--- src/rtl/nn_acc_host_master.sv ---
// Avalon-MM-style host master: streams weights then image words into the MAC accelerator,
// polls its ready status and returns the result. Optional poll timeout: NN_HOST_MASTER_TIMEOUT_EN.
//
// state     | meaning
// IDLE      | waiting for start
// LOAD_W    | writing weight words from the upstream stream
// LOAD_I    | writing image words; holds one cycle after the last word
// POLL_REQ  | status read strobe on the bus
// POLL_WAIT | status read data returned, ready bit sampled
// RD_REQ    | result read strobe on the bus
// RD_WAIT   | result data returned and captured
module nn_acc_host_master #(
    parameter int         WEIGHT_COUNT = 96,
    parameter int         IMAGE_COUNT  = 96,
    parameter logic [7:0] WEIGHT_BASE  = 8'h01,
    parameter logic [7:0] IMAGE_BASE   = 8'h61,
    parameter logic [7:0] RESULT_ADDR  = 8'hC1,
    parameter logic [7:0] STATUS_ADDR  = 8'hD9,
    parameter int         POLL_LIMIT   = 1024
) (
    input  logic        clk,
    input  logic        reset_n,
    input  logic        start,
    output logic        busy,
    input  logic [31:0] in_data,
    input  logic        in_valid,
    output logic        in_ready,
    output logic [31:0] result,
    output logic        result_valid,
    output logic        error,
    output logic [7:0]  address,
    output logic        read,
    output logic        write,
    output logic [31:0] writedata,
    input  logic [31:0] readdata
);

    localparam int MAX_COUNT = (WEIGHT_COUNT > IMAGE_COUNT) ? WEIGHT_COUNT : IMAGE_COUNT;
    localparam int CW        = $clog2(MAX_COUNT + 1);
    localparam logic [CW-1:0] W_LAST = CW'(WEIGHT_COUNT - 1);
    localparam logic [CW-1:0] I_DONE = CW'(IMAGE_COUNT);

    typedef enum logic [2:0] {
        IDLE,
        LOAD_W,
        LOAD_I,
        POLL_REQ,
        POLL_WAIT,
        RD_REQ,
        RD_WAIT
    } state_t;

    state_t        state, state_next;
    logic [CW-1:0] count, count_next;
    logic          accept;
    logic          handshake;
    logic          poll_timeout;

    // A start coinciding with the result pulse belongs to the finished inference and is dropped.
    assign accept    = (state == IDLE) && start && !result_valid;
    assign in_ready  = (state == LOAD_W) || ((state == LOAD_I) && (count != I_DONE));
    assign handshake = in_valid && in_ready;
    assign busy      = (state != IDLE);

    if (POLL_LIMIT < 1) begin : g_poll_limit_invalid
    end

`ifdef NN_HOST_MASTER_TIMEOUT_EN
    localparam int PCW = $clog2(POLL_LIMIT + 1);
    localparam logic [PCW-1:0] POLL_LAST = PCW'(POLL_LIMIT - 1);

    logic [PCW-1:0] poll_count;
    logic           error_q;

    assign poll_timeout = (state == POLL_WAIT) && !readdata[0] && (poll_count == POLL_LAST);
    assign error        = error_q;

    always_ff @(posedge clk or negedge reset_n) begin
        if (!reset_n) begin
            poll_count <= '0;
            error_q    <= 1'b0;
        end else begin
            error_q <= poll_timeout;
            if (accept) begin
                poll_count <= '0;
            end else if ((state == POLL_WAIT) && !readdata[0]) begin
                poll_count <= poll_count + 1'b1;
            end
        end
    end
`else
    assign poll_timeout = 1'b0;
    assign error        = 1'b0;
`endif

    always_ff @(posedge clk or negedge reset_n) begin
        if (!reset_n) begin
            state <= IDLE;
            count <= '0;
        end else begin
            state <= state_next;
            count <= count_next;
        end
    end

    always_comb begin
        state_next = state;
        count_next = count;
        unique case (state)
            IDLE: begin
                if (accept) begin
                    state_next = LOAD_W;
                    count_next = '0;
                end
            end
            LOAD_W: begin
                if (handshake) begin
                    if (count == W_LAST) begin
                        count_next = '0;
                        state_next = LOAD_I;
                    end else begin
                        count_next = count + 1'b1;
                    end
                end
            end
            LOAD_I: begin
                // Leave one cycle after the last word so its write and the first read never overlap.
                if (count == I_DONE) begin
                    state_next = POLL_REQ;
                end else if (handshake) begin
                    count_next = count + 1'b1;
                end
            end
            POLL_REQ:  state_next = POLL_WAIT;
            POLL_WAIT: begin
                if (readdata[0]) begin
                    state_next = RD_REQ;
                end else if (poll_timeout) begin
                    state_next = IDLE;
                end else begin
                    state_next = POLL_REQ;
                end
            end
            RD_REQ:  state_next = RD_WAIT;
            RD_WAIT: state_next = IDLE;
            default: state_next = IDLE;
        endcase
    end

    // Bus strobes are launched from next_state so they sit in the REQ cycle with registered outputs.
    always_ff @(posedge clk or negedge reset_n) begin
        if (!reset_n) begin
            address      <= '0;
            read         <= 1'b0;
            write        <= 1'b0;
            writedata    <= '0;
            result       <= '0;
            result_valid <= 1'b0;
        end else begin
            read         <= 1'b0;
            write        <= 1'b0;
            result_valid <= 1'b0;
            if (handshake) begin
                write     <= 1'b1;
                writedata <= in_data;
                address   <= ((state == LOAD_W) ? WEIGHT_BASE : IMAGE_BASE) + 8'(count);
            end
            if (state_next == POLL_REQ) begin
                read    <= 1'b1;
                address <= STATUS_ADDR;
            end
            if (state_next == RD_REQ) begin
                read    <= 1'b1;
                address <= RESULT_ADDR;
            end
            if (state == RD_WAIT) begin
                result       <= readdata;
                result_valid <= 1'b1;
            end
        end
    end

endmodule

--- config.mk ---
export PLATFORM = sky130hd
export DESIGN_NAME = nn_acc_host_master
export DESIGN_NICKNAME = d
export VERILOG_FILES = /design/src/rtl/nn_acc_host_master.sv
export SDC_FILE = /design/constraint.sdc
export NUM_CORES = 1
export LEC_CHECK = 0
export CORE_MARGIN = 2
export CORE_UTILIZATION = 47
export CTS_BUF_LIST = sky130_fd_sc_hd__clkbuf_16
export CTS_CLUSTER_DIAMETER = 150
export DETAILED_ROUTE_END_ITERATION = 10
export GPL_TIMING_DRIVEN = 0
export PLACE_DENSITY = 0.95
export SLEW_MARGIN = 0
export SYNTH_ARGS = -nofsm -noshare
export SYNTH_HDL_FRONTEND = slang
export SYNTH_SLANG_ARGS = --single-unit
--- constraint.sdc ---
create_clock -name clk -period 5.8 [get_ports clk]
set_clock_uncertainty 0.05 [all_clocks]
set_input_delay 0.58 -clock clk [delete_from_list [all_inputs] [get_ports clk]]
set_output_delay 0.58 -clock clk [all_outputs]
set_load 0.1 [all_outputs]
==> results.json <==
{
  "outcome": "finished clean",
  "yosys.area.top_type": "dfrtp_1",
  "rsz0062_at_grt": "no",
  "clk_pin_slew_ps": 60,
  "setup_violations": 0,
  "postLayoutCoreUtil_pct": 72.4,
  "synth_edf_count": 0,
  "synth_cell_types": 50,
  "drv_slew": 0,
  "cts_tree": "done",
  "ant_nets": 0,
  "routed_via_density": 5.19,
  "start_util_pct": 48.0,
  "drc": 0,
  "crit_type": "reg2out",
  "yosys_warnings": 0,
  "async_flop_share_pct": 100,
  "io_buffers": 144,
  "grt_antenna_before_repair": 0,
  "grt_overflow": 0,
  "cts_setup_buffers": 0,
  "syn-cell-area_sq_um": 3670,
  "grt_start_max_net_pins": 57,
  "ys_ff_latch": 85,
  "slew_headroom_pct": 30.2,
  "rows": 32,
  "core_sq_um": 7650,
  "gp_congestion": 0.893,
  "synthCells": 270,
  "final_area_sq_um": 5540,
  "top_usage_layer": "met2",
  "synthToLayoutAreaGrowth_pct": 51.0,
  "vias": 2766,
  "die-area_sq_um": 8530,
  "cts_buffer_depth": 2,
  "insertion_delay_ps": 330,
  "grt_use_met3_pct": 6.83,
  "path_cells": "inv_1, ha_1, nor2b_1, and3_1, clkbuf_1, nor2_1, clkdlybuf4s50_1",
  "period_share_pct": 63.2,
  "die_y_microns": 92.3,
  "grt_pass1_wl_microns": 14100,
  "grtUsageMet1_pct": 25.6,
  "h-tree-depth": 3,
  "cp_max_fo": 6,
  "cts_buffers": 9,
  "ys.flop_type": "dfrtp_1",
  "postCtsHoldBufs": 0,
  "grt_pass1_vias": 2931,
  "synth.avg_cell_area_sq_um": 13.6,
  "grtUsageMet2_pct": 35.1,
  "track_usage_pct": 21.0,
  "cpMaxStageDelayCell": "clkdlybuf4s50_1",
  "whs_ps": 126,
  "synth_area_leaders": "dfrtp_1 58%, mux2_1 19%, ha_1 1.4%",
  "pin_count": 146,
  "cp.required_ps": 5170,
  "drt_iter0_markers": 122,
  "ys_seq_area_share_pct": 58.0,
  "tightest_slew_ps": 1040,
  "end_kind": "primary output",
  "finalSetupTns_ps": 0,
  "synth_fp_nets": 342,
  "fin_nets": 498,
  "wire_per_inst_microns": 16.1,
  "max_cap_viol_count": 0,
  "hold_viol_final": 0,
  "dpl.hpwl_microns": 6420,
  "cts-resized-gates": 0,
  "crit_arrival_ps": 3040,
  "cp_slowest_stage_delay_ps": 980,
  "place_area_sq_um": 5260,
  "root_buffer": "clkbuf_16",
  "n_antenna_cell": 0,
  "clock.fmax_mhz": 273,
  "critPathLaunchType": "flip-flop",
  "nFillCells": 496,
  "drt-pass1-iter-count": 4,
  "min_period_ps": 3670,
  "die_w_microns": 92.3,
  "hold_path_class": "in2async",
  "synth_top_area_share_pct": 58.0,
  "wl_microns": 8600,
  "cts.sinks": 85,
  "drive_gt1_share_pct": 10.2
}
-- synth_stat cells, drive strengths merged (2+ instances only) --
cell type / instances
inv: 10
or2: 4
dfrtp: 85
xnor2: 3
nor2b: 4
or3: 2
o22ai: 5
nand2: 8
mux2: 65
nor3: 2
ha: 4
nand3: 8
o211ai: 3
xor2: 3
a211oi: 2
o21ai: 8
clkbuf: 2
buf: 11
a2bb2oi: 2
a31oi: 2
nor2: 4
nand2b: 5
a211o: 3
a21oi: 8
nand4: 2
-- cell usage in the layout (no fill, tap or decap), drive strengths merged, types with 8 or more instances in the layout --
| master | netlist | routed |
|---|---|---|
| clkdlybuf4s50 | 0 | 143 |
| dfrtp | 85 | 85 |
| mux2 | 65 | 65 |
| buf | 11 | 13 |
| clkbuf | 2 | 11 |
| inv | 10 | 11 |
| a21oi | 8 | 8 |
| nand3 | 8 | 8 |
| nand2 | 8 | 8 |
| o21ai | 8 | 8 |
-- cell type report --
cell class                 instances  area, sq um  area share (%)
clock inverter                     7         51.3           0.926
multi-input combinational        162         1420            25.6
inverter                          10         37.5           0.678
tap                              102          128            2.30
sequential                        85         2130            38.4
buffer                            13         86.3            1.56
timing repair buffer             145         1470            26.5
clock buffer                       9          225            4.07
-- routing by layer --
layer | part of all wire (%) | up-vias
met2 | 48 | 142
met1 | 40 | 1334
met5 | 0 | -
met3 | 9.3 | 16
li1 | - | 1274
met4 | 1.9 | 0
-- logic make-up after synthesis --
| logic type | synth area share, % |
|---|---|
| flops | 58.0 |
| compound gates | 8.32 |
| buf+inv | 3.38 |
| mux | 20.2 |
| other cells | 0.102 |
| simple gates | 7.20 |
| fa+ha+maj | 1.36 |
| xor+xnor | 1.43 |
-- registers in the layout (all words and copies together), names as in the netlist --
name          cells
address           8
count             7
read              1
result           32
result_valid      1
state             3
write             1
writedata        32
-- worst max-delay path, delay by kind of cell (launching register included) --
kind	cells	cell delay [ps]
adder cells (fa/ha/maj)	1	160
AND/OR/NAND/NOR	3	740
buffers and inverters	3	1370
flip-flops	1	440
-- final timing paths --
| path | startpoint | end | slack, ps | cells after the start |
|---|---|---|---|---|
| worst max register to register | count[0] | writedata[12] | 3430 | 7 |
| max in group asynchronous | reset_n | result[1] | 4980 | 2 |
| worst min-delay path | reset_n | count[2] | 130 | 1 |
| worst min register to register | writedata[13] | writedata[13] | 440 | 1 |
| worst max-delay path | count[0] | in_ready | 2130 | 7 |
| min in group clk | writedata[13] | writedata[13] | 440 | 1 |
-- per-stage QoR --
step                std cells  setup slack (ps)
finish                    533              2130
global route              533              2010
CTS                       533              2130
detailed placement        517              2550
global placement          516              1210
floorplan                 270              2780
Power is left out: the tool's default activity adds up to more than one toggle a clock period on the data nets, which glitch-free logic cannot reach.
